==> src/rtl/hilf_elem_sched_if.sv <==
// hilf_elem_sched_if: count handshake between the code source and the scheduler.
// Ports: code (requested element count), code_vld (count valid), code_rdy (scheduler idle).
interface hilf_elem_sched_if #(
   parameter int CW = 5
);
   logic [CW-1:0] code;
   logic          code_vld;
   logic          code_rdy;

   modport master (
      output code,
      output code_vld,
      input  code_rdy
   );

   modport slave (
      input  code,
      input  code_vld,
      output code_rdy
   );
endinterface

==> src/rtl/hilf_elem_sched.sv <==
// hilf_elem_sched: sequential element selector for the 18-element 1st-order ISI shaping loop filter.
// Picks K elements lowest-priority first, then drives sel/st and a one-cycle filter enable.
// Ports: clk, rstn (async, active-low), cif (slave: code/code_vld/code_rdy),
//   sfi_bus (filter SFI outputs, N*W), sel/st (registered N-bit vectors),
//   flt_en/done (FIRE pulse), sat_err (count clamped).
// Option: define HILF_SEL_ROTATE_EN for round-robin tie-breaking (pointer rp).
module hilf_elem_sched #(
   parameter int N  = 18,
   parameter int W  = 4,
   parameter int CW = 5
) (
   input  logic                 clk,
   input  logic                 rstn,
   hilf_elem_sched_if.slave     cif,
   input  logic [N*W-1:0]       sfi_bus,
   output logic [N-1:0]         sel,
   output logic [N-1:0]         st,
   output logic                 flt_en,
   output logic                 done,
   output logic                 sat_err
);

   localparam logic [1:0] S_IDLE  = 2'd0;
   localparam logic [1:0] S_PICK  = 2'd1;
   localparam logic [1:0] S_APPLY = 2'd2;
   localparam logic [1:0] S_FIRE  = 2'd3;

   localparam logic [CW-1:0] NK = CW'(N);

   logic [1:0]    state_q, state_d;
   logic [CW-1:0] kl_q, kl_d;
   logic [CW-1:0] cnt_q, cnt_d;
   logic [N-1:0]  mask_q, mask_d;
   logic [N-1:0]  sel_q, sel_d;
   logic [N-1:0]  st_q, st_d;
   logic          sat_q, sat_d;
   logic [W-1:0]  p_q [N];

`ifdef HILF_SEL_ROTATE_EN
   logic [4:0]    rp_q;
`endif

   // Minimum search over unmasked elements. Strict '<' keeps the first
   // candidate in scan order, so the scan start sets the tie-break.
   logic [4:0]    win_idx;
   logic [W-1:0]  win_val;
   logic          found;
   logic [4:0]    idx;
`ifdef HILF_SEL_ROTATE_EN
   logic [5:0]    idx6;
`endif

   always_comb begin
      win_idx = '0;
      win_val = '1;
      found   = 1'b0;
      idx     = '0;
`ifdef HILF_SEL_ROTATE_EN
      idx6    = '0;
`endif
      for (int j = 0; j < N; j++) begin
`ifdef HILF_SEL_ROTATE_EN
         idx6 = {1'b0, rp_q} + 6'(j);
         if (idx6 >= 6'(N)) idx6 = idx6 - 6'(N);
         idx  = idx6[4:0];
`else
         idx  = 5'(j);
`endif
         if (!mask_q[idx] &&
             (!found || p_q[idx] < win_val)) begin
            found   = 1'b1;
            win_val = p_q[idx];
            win_idx = idx;
         end
      end
   end

   always_comb begin
      state_d = state_q;
      kl_d    = kl_q;
      cnt_d   = cnt_q;
      mask_d  = mask_q;
      sel_d   = sel_q;
      st_d    = st_q;
      sat_d   = 1'b0;
      unique case (state_q)
         S_IDLE: begin
            if (cif.code_vld) begin
               sat_d  = cif.code > NK;
               kl_d   = sat_d ? NK : cif.code;
               cnt_d  = '0;
               mask_d = '0;
               state_d = (kl_d == '0) ? S_APPLY : S_PICK;
            end
         end
         S_PICK: begin
            mask_d[win_idx] = 1'b1;
            cnt_d = cnt_q + 1'b1;
            if (cnt_d == kl_q) state_d = S_APPLY;
         end
         S_APPLY: begin
            sel_d   = mask_q;
            st_d    = mask_q & ~sel_q;
            state_d = S_FIRE;
         end
         S_FIRE: begin
            state_d = S_IDLE;
         end
         default: state_d = S_IDLE;
      endcase
   end

   always_ff @(posedge clk or negedge rstn) begin
      if (!rstn) begin
         state_q <= S_IDLE;
         kl_q    <= '0;
         cnt_q   <= '0;
         mask_q  <= '0;
         sel_q   <= '0;
         st_q    <= '0;
         sat_q   <= 1'b0;
      end else begin
         state_q <= state_d;
         kl_q    <= kl_d;
         cnt_q   <= cnt_d;
         mask_q  <= mask_d;
         sel_q   <= sel_d;
         st_q    <= st_d;
         sat_q   <= sat_d;
      end
   end

   // The filter latches its FI on this same edge, so P tracks its state.
   always_ff @(posedge clk or negedge rstn) begin
      if (!rstn) begin
         for (int i = 0; i < N; i++) p_q[i] <= '0;
      end else if (state_q == S_FIRE) begin
         for (int i = 0; i < N; i++) p_q[i] <= sfi_bus[i*W +: W];
      end
   end

`ifdef HILF_SEL_ROTATE_EN
   always_ff @(posedge clk or negedge rstn) begin
      if (!rstn) begin
         rp_q <= '0;
      end else if (state_q == S_FIRE) begin
         rp_q <= (rp_q == 5'(N-1)) ? '0 : rp_q + 1'b1;
      end
   end
`endif

   assign cif.code_rdy = (state_q == S_IDLE);
   assign flt_en       = (state_q == S_FIRE);
   assign done         = (state_q == S_FIRE);
   assign sel          = sel_q;
   assign st           = st_q;
   assign sat_err      = sat_q;

endmodule

==> src/flat_wrapper.sv <==
// flat-port wrapper written by rule: the top's interface ports become plain ports
module hilf_elem_sched_flat 
#(
   parameter int N  = 18,
   parameter int W  = 4,
   parameter int CW = 5
)
  (clk, rstn, sfi_bus, sel, st, flt_en, done, sat_err, cif_code, cif_code_vld, cif_code_rdy);
  hilf_elem_sched_if #(.CW(CW)) cif_i ();
  input  logic clk;
  input  logic rstn;
  input  logic [N*W-1:0] sfi_bus;
  output logic [N-1:0] sel;
  output logic [N-1:0] st;
  output logic flt_en;
  output logic done;
  output logic sat_err;
  input wire logic [$bits(cif_i.code)-1:0] cif_code;
  input wire logic [$bits(cif_i.code_vld)-1:0] cif_code_vld;
  output wire logic [$bits(cif_i.code_rdy)-1:0] cif_code_rdy;
  assign cif_i.code = cif_code;
  assign cif_i.code_vld = cif_code_vld;
  assign cif_code_rdy = cif_i.code_rdy;
  hilf_elem_sched #(.N(N), .W(W), .CW(CW)) u_core (.clk(clk), .rstn(rstn), .cif(cif_i), .sfi_bus(sfi_bus), .sel(sel), .st(st), .flt_en(flt_en), .done(done), .sat_err(sat_err));
endmodule
==> config.mk <==
export PLATFORM = sky130hd
export DESIGN_NAME = hilf_elem_sched_flat
export DESIGN_NICKNAME = d
export VERILOG_FILES = /design/src/rtl/hilf_elem_sched_if.sv /design/src/rtl/hilf_elem_sched.sv /design/src/flat_wrapper.sv
export SDC_FILE = /design/constraint.sdc
export NUM_CORES = 1
export LEC_CHECK = 0
export CORE_ASPECT_RATIO = 1.1
export CORE_MARGIN = 2
export CORE_UTILIZATION = 45
export CTS_BUF_LIST = sky130_fd_sc_hd__clkbuf_4
export CTS_CLUSTER_DIAMETER = 120
export DETAILED_ROUTE_END_ITERATION = 10
export GPL_TIMING_DRIVEN = 0
export PLACE_DENSITY_LB_ADDON = 0.08
export SYNTH_ARGS = -nofsm -noshare
export SYNTH_HDL_FRONTEND = slang
export SYNTH_SLANG_ARGS = --single-unit
export TNS_END_PERCENT = 1
==> constraint.sdc <==
create_clock -name clk -period 22.3 [get_ports clk]
set_input_delay 3.345 -clock clk [delete_from_list [all_inputs] [get_ports clk]]
set_output_delay 3.345 -clock clk [all_outputs]
set_load 0.01 [all_outputs]
# Word level (Yosys, flattened, before mapping)
# Index checks and enable logic that the tools add are counted.
# W data, S select, Z words.
dict set report totals {
  regBits 139
  inputBits 80
  output_inout_bits 40
  elab_cells 193
}
dict set report classes {
  addsub 1
  n_lt_le_gt_ge 20
  n_eq_ne 6
  muxes 64
  n_bitwise 3
  n_reduce_logical 74
}
# operator count
set op_table {}
lappend op_table {{$mux W5} 18}
lappend op_table {{$lt A4 B4 Y1} 17}
lappend op_table {{$mux W4} 17}
lappend op_table {{$pmux W18 S2} 1}
lappend op_table {{$logic_not A1 Y1} 33}
lappend op_table {{$mux W1} 21}
lappend op_table {{$and A18 B18 Y18} 1}
lappend op_table {{$logic_and A1 B1 Y1} 18}
lappend op_table {{$mux W18} 1}
lappend op_table {{$not A18 Y18} 1}
lappend op_table {{$or A18 B18 Y18} 1}
lappend op_table {{$logic_or A1 B1 Y1} 17}
lappend op_table {{$pmux W5 S2} 1}
lappend op_table {{$pmux W2 S4} 1}
lappend op_table {{$lt A5 B6 Y1 const B} 1}
lappend op_table {{$mux W2} 3}
lappend op_table {{$reduce_and A2 Y1} 3}
lappend op_table {{$add A5 B1 Y5 const B} 1}
lappend op_table {{$demux W1 S5} 1}
lappend op_table {{$eq A5 B5 Y1} 1}
lappend op_table {{$ge A5 B1 Y1 const B} 1}
lappend op_table {{$gt A5 B5 Y1 const B} 1}
lappend op_table {{$logic_not A5 Y1} 1}
lappend op_table {{$eq A2 B2 Y1 const B} 2}
lappend op_table {{other kinds (5)} 5}

# Logic depth before layout (Yosys ltp)
dict set report logic_depth {
  depth_word 75
  mapped_depth 151
  depth_no_buf 144
}

# Least setup slack after synthesis
# No wires, ideal clock.
dict set report synth_timing {
  path_type {flip-flop to flip-flop}
  from {register u_core.mask_q[0]}
  to {register u_core.mask_q[0]}
  setup_ns 0.121
  t_arrival_ns 24.168
  required_ns 22.179
  slack_ns -1.989
  path_stages_with_launch 142
  n_path_buf 7
  period_less_slack_ns 24.289
  cell_sequence {dfrtp_1 > clkbuf_1 > nor2_1 > ha_1 > nor4bb_1 > nor3b_1 > a21bo_1 > buf_6 > a21oi_1 > inv_1 > ha_1 > a41o_1 > a21oi_1 > o22ai_1 > a21oi_4 > nand2_1 > o21ai_0 > inv_1 > (+106 left out) > and2_1 > o2111ai_1 > a21oi_1 > a211oi_4 > mux2i_1 > ha_1 > a21o_1 > a21o_1 > a31o_2 > a21oi_1 > a21oi_2 > buf_2 > mux2_2 > ha_1 > or4_1 > o41ai_4 > and4bb_1 > a22o_1}
}
dict set report synth_between {
  elab_chain_cells 75
  word_cells_on_any_way 125
  cone_classes {order compare (19); mux (54); bitwise (1); reduce/logical (51)}
}
# item line
set synth_lines {}
lappend synth_lines {{start: declaration} hilf_elem_sched.sv:33} ;# logic [N-1:0] mask_q, mask_d;
lappend synth_lines {{start signal: assignment} hilf_elem_sched.sv:126} ;# mask_q <= mask_d;
lappend synth_lines {{$mux W4} hilf_elem_sched.sv:69} ;# if (!mask_q[idx] &&
lappend synth_lines {{$lt A4 B4 Y1} hilf_elem_sched.sv:70} ;# (!found || p_q[idx] < win_val)) begin
lappend synth_lines {{$logic_or A1 B1 Y1} hilf_elem_sched.sv:70}
lappend synth_lines {{$logic_and A1 B1 Y1} hilf_elem_sched.sv:69}
lappend synth_lines {{$mux W4 or $mux W1 (tied branches)} hilf_elem_sched.sv:69}
lappend synth_lines {{$lt A4 B4 Y1 or $logic_not A1 Y1 (tied branches)} hilf_elem_sched.sv:70}
lappend synth_lines {{$logic_or A1 B1 Y1} hilf_elem_sched.sv:70}
lappend synth_lines {{$logic_and A1 B1 Y1} hilf_elem_sched.sv:69}
lappend synth_lines {{(+59 left out)} -}
lappend synth_lines {{$logic_and A1 B1 Y1} hilf_elem_sched.sv:69}
lappend synth_lines {{$mux W5} hilf_elem_sched.sv:69}
lappend synth_lines {{$lt A5 B6 Y1 (implied by the code) or $ge A5 B1 Y1 (tied branches)} hilf_elem_sched.sv:97} ;# mask_d[win_idx] = 1'b1;
lappend synth_lines {{$logic_and A1 B1 Y1 (implied by the code)} hilf_elem_sched.sv:97}
lappend synth_lines {{$mux W1 (implied by the code)} hilf_elem_sched.sv:97}
lappend synth_lines {{$demux W1 S5} -}
lappend synth_lines {{$or A18 B18 Y18 (no line) (*)} -}
lappend synth_lines {{$pmux W18 S2 (*)} hilf_elem_sched.sv:86} ;# unique case (state_q)
# Every way passes the cells marked *; elsewhere a longest branch is shown, timed or not.
# A chain may end at the register's enable or synchronous reset.

# Worst setup path after layout
dict set report layout_timing {
  from {register u_core.mask_q[0]}
  to {register u_core.mask_q[11]}
}
dict set report layout_between {
  elab_chain_cells 75
  word_cells_on_any_way 125
  cone_classes {order compare (19); mux (54); bitwise (1); reduce/logical (51)}
}
# item line
set layout_lines {}
lappend layout_lines {{$mux W4} hilf_elem_sched.sv:69}
lappend layout_lines {{$lt A4 B4 Y1} hilf_elem_sched.sv:70}
lappend layout_lines {{$logic_or A1 B1 Y1} hilf_elem_sched.sv:70}
lappend layout_lines {{$logic_and A1 B1 Y1} hilf_elem_sched.sv:69}
lappend layout_lines {{$mux W4 or $mux W1 (tied branches)} hilf_elem_sched.sv:69}
lappend layout_lines {{$lt A4 B4 Y1 or $logic_not A1 Y1 (tied branches)} hilf_elem_sched.sv:70}
lappend layout_lines {{$logic_or A1 B1 Y1} hilf_elem_sched.sv:70}
lappend layout_lines {{$logic_and A1 B1 Y1} hilf_elem_sched.sv:69}
lappend layout_lines {{(+59 left out)} -}
lappend layout_lines {{$logic_and A1 B1 Y1} hilf_elem_sched.sv:69}
lappend layout_lines {{$mux W5 (*)} hilf_elem_sched.sv:69}
lappend layout_lines {{$lt A5 B6 Y1 (implied by the code) or $ge A5 B1 Y1 (tied branches)} hilf_elem_sched.sv:97}
lappend layout_lines {{$logic_and A1 B1 Y1 (implied by the code)} hilf_elem_sched.sv:97}
lappend layout_lines {{$mux W1 (implied by the code)} hilf_elem_sched.sv:97}
lappend layout_lines {{$demux W1 S5 (*)} -}
lappend layout_lines {{$or A18 B18 Y18 (no line) (*)} -}
lappend layout_lines {{$pmux W18 S2 (*)} hilf_elem_sched.sv:86}
# Marked as above.

==> results.py <==
metrics = {
    "floorplan": {
        "die_h_um": 157.3,
        "core_um2": 21160,
        "ios": 120,
        "initial_core_util_pct": 45.42,
        "die_x_um": 143.3,
        "rows": 56,
        "die_area_um2": 22550,
    },
    "detailed_routing": {
        "detail_route.wl_per_cell_um": 17.81,
        "dr.pass1.iters": 5,
        "drtAntennaViolNets": 0,
        "dr.first_iter.drc_count": 440,
        "drt-total-wl_um": 30080,
        "num_vias": 9573,
        "via_per_inst": 5.668,
        "drc_errors": 0,
    },
    "timing": {
        "rsz0062_at_grt": "yes",
        "setup-violations-final": 18,
        "fmax_mhz": 43.81,
        "fin_ws_ns": -0.5268,
        "finalMaxSlewViolations": 0,
        "period_minus_slack_ns": 22.83,
        "max_slew_margin_pct": 21.99,
        "finClkSkew_ns": 0.02157,
        "hold_viol": 0,
        "tightest_slew_ns": 1.170,
        "hold_slack_ns": 0.4583,
        "fin_crit_sh_pct": 102.4,
    },
    "clock_network": {
        "cts_made_buffers": 17,
        "htreeDepth": 4,
        "path_clk_slew_ns": 0.14,
        "tritoncts": "done",
        "cts-hold-fix-buffers": 0,
        "cts_root_buf": "clkbuf_4",
        "cts.sinks": 139,
        "clk_path_buf_depth": 2,
        "clk_latency_ns": 0.57,
    },
    "global_routing": {
        "gr-total-overflow": 0,
        "grt_max_degree": 97,
        "antenna_found_initial": 1,
        "grt_pass1_wl_um": 46980,
        "grt_pass1_vias": 9241,
        "grt_use_total_pct": 26.39,
    },
    "yosys": {
        "ys.flop_type": "dfrtp_1",
        "synth.distinct_cells": 96,
        "syn_inst": 1108,
        "synth_area_per_cell_um2": 8.675,
        "synth-seq-cells": 139,
        "ys_seq_area_share_pct": 36.19,
        "syn_nets": 1214,
        "netlist_area_um2": 9612,
        "yosys_warnings": 0,
        "synthArstFlopShare_pct": 100.0,
        "synth_enable_flop_cells": 0,
    },
    "worst_setup_path": {
        "endpoint": "u_core.mask_q[11]",
        "endpoint_kind": "register",
        "crit_required_ns": 22.76,
        "critPathMaxFanout": 4,
        "cp-startpoint": "u_core.mask_q[0]",
        "ff2ff_setup_slack_ns": -0.53,
        "reg2regPathDepth": 141,
        "crit_path_start_kind": "register",
        "worstSetupPathType": "register to register",
        "cp_slowest_cell": "or4_4",
        "critPathTopFamily": "compound AO/OA/AOI/OAI gates",
        "slowest_delay_ns": 0.56,
        "worst-path-buf-inv": 20,
        "cp_data_arrival_time_ns": 23.29,
        "r2r_end": "u_core.mask_q[11]",
        "r2r_start": "u_core.mask_q[0]",
        "cpMostUsedCell": "ha_4",
        "path_depth": 141,
    },
    "run_status": {
        "outcome": "finished with violations",
        "violations": "setup timing",
    },
    "finish": {
        "drive_gt1_share_pct": 27.90,
        "stdcell_area_um2": 13460,
        "nNetsFinal": 1492,
        "final_cells": 1689,
        "area_delta_synth_final_pct": 40.06,
    },
    "placement": {
        "dpl.cell_count": 1517,
        "postPlaceCellArea_um2": 11590,
        "place_ws_ns": -3.144,
        "portBuffers": 118,
        "hpwl_um": 21050,
        "place_congestion": 0.8932,
    },
    "hold_path": {
        "hp-class": "register to register",
        "whs_path_depth": 1,
    },
    "flow_run": {
        "drv_cap": 0,
    },
}
## synthesized netlist by cell type, drive strengths merged (6+ instances only)
master | n | share of area (%)
buf | 14 | 0.85
o311ai | 6 | 0.62
clkbuf | 28 | 1.1
nor3 | 13 | 0.73
o2111ai | 10 | 1.0
ha | 26 | 3.4
mux2 | 56 | 6.6
a21oi | 61 | 3.4
o211a | 6 | 0.62
a32o | 7 | 0.73
or2 | 8 | 0.52
and2 | 16 | 1.0
a22o | 7 | 0.64
a31oi | 9 | 0.59
mux2i | 20 | 2.1
nor2b | 11 | 0.72
xnor2 | 13 | 1.2
inv | 104 | 4.1
and3 | 12 | 0.78
maj3 | 8 | 0.85
nand3 | 30 | 1.6
nor2 | 62 | 2.5
a21o | 10 | 0.78
dfrtp | 139 | 36
nand2b | 13 | 0.85
o21a | 10 | 0.78
o211ai | 23 | 1.8
o22ai | 27 | 1.8
a211oi | 9 | 0.83
xor2 | 9 | 0.82
o21ai | 117 | 6.1
o31a | 7 | 0.73
o31ai | 7 | 0.60
nand2 | 120 | 4.7
## worst register-to-register path: cells and delay by family, from the launching register on
family,cells,cell delay [ns]
compound gates,53,8.80
simple gates,41,4.77
fa+ha+maj,17,4.03
mux,10,2.81
buf+inv,20,1.80
flops,1,0.43
## metal layers
metal / part of all wire [%] / global-route usage, % / vias up
met5: 0 / 0 / -
met4: 2.9 / 9.104 / 0
met3: 4.1 / 3.742 / 63
met2: 51 / 46.71 / 268
met1: 42 / 32.92 / 4625
li1: - / - / 4617
## logic make-up after synthesis
| group | after synthesis | share of synthesized area (%) |
|---|---|---|
| muxes | 76 | 8.722 |
| AOI/OAI and AO/OA | 371 | 26.53 |
| and+or+nand+nor | 320 | 16.32 |
| adders and majority gates | 34 | 4.231 |
| xor gates and xnor gates | 22 | 2.005 |
| DFF | 139 | 36.19 |
| buffers and inverters | 146 | 6.001 |
## cell type report
type	count	area (µm²)
Sequential cell	139	3478
Multi-Input combinational cell	824	6464
Clock inverter	12	141.4
Buffer	38	173.9
Clock buffer	19	142.6
Tap cell	290	362.8
Antenna cell	1	2.502
Timing Repair Buffer	262	2298
Inverter	104	397.9
Fill cell	1841	7699
## state kept, by name, summed over array words and instances, names as in the netlist
name,flops
u_core.p_q,72
u_core.mask_q,18
u_core.sel,18
u_core.st,18
u_core.cnt_q,5
u_core.kl_q,5
u_core.state_q,2
u_core.sat_err,1
## metrics by stage
stage          setup TNS [ns]  util (%)
2_1_floorplan          -1.957         -
3_3_place_gp           -51.56     54.65
3_5_place_dp           -54.16     54.79
4_1_cts                -11.65     61.39
5_1_grt                -24.70     63.62
6_report               -8.517     63.62
## worst min path at each step
stage                               from             end  slack [ns]
final                     u_core.sel[10]   u_core.st[10]        0.46
after detailed placement  u_core.sel[12]   u_core.st[12]        0.47
after floorplan           u_core.kl_q[4]  u_core.kl_q[4]        0.47
after global placement    u_core.sel[12]   u_core.st[12]        0.46
after CTS                 u_core.sel[10]   u_core.st[10]        0.46
after global routing      u_core.sel[10]   u_core.st[10]        0.48
## cell usage in the layout, fill, tap and decap left out, drive strengths merged, types with 8 or more instances in the layout
cell type | synthesis | layout
a211oi | 9 | 9
a21o | 10 | 10
a21oi | 61 | 61
a31oi | 9 | 9
and2 | 16 | 16
and3 | 12 | 12
buf | 14 | 155
clkbuf | 28 | 47
clkdlybuf4s50 | 0 | 117
dfrtp | 139 | 139
ha | 26 | 26
inv | 104 | 108
maj3 | 8 | 8
mux2 | 56 | 56
mux2i | 20 | 20
nand2 | 120 | 120
nand2b | 13 | 13
nand3 | 30 | 30
nor2 | 62 | 62
nor2b | 11 | 11
nor3 | 13 | 13
o2111ai | 10 | 10
o211ai | 23 | 23
o21a | 10 | 10
o21ai | 117 | 117
o22ai | 27 | 27
or2 | 8 | 8
xnor2 | 13 | 13
xor2 | 9 | 9
## timing repair
action	in CTS	in global routing
buffers inserted	108	36
cloned	1	0
gates resized for setup	56	55
endpoints found under the setup margin	18	18
pin swaps	60	86
Power is left out: the tool's default activity adds up to more than one toggle a clock period on the data nets, which glitch-free logic cannot reach.
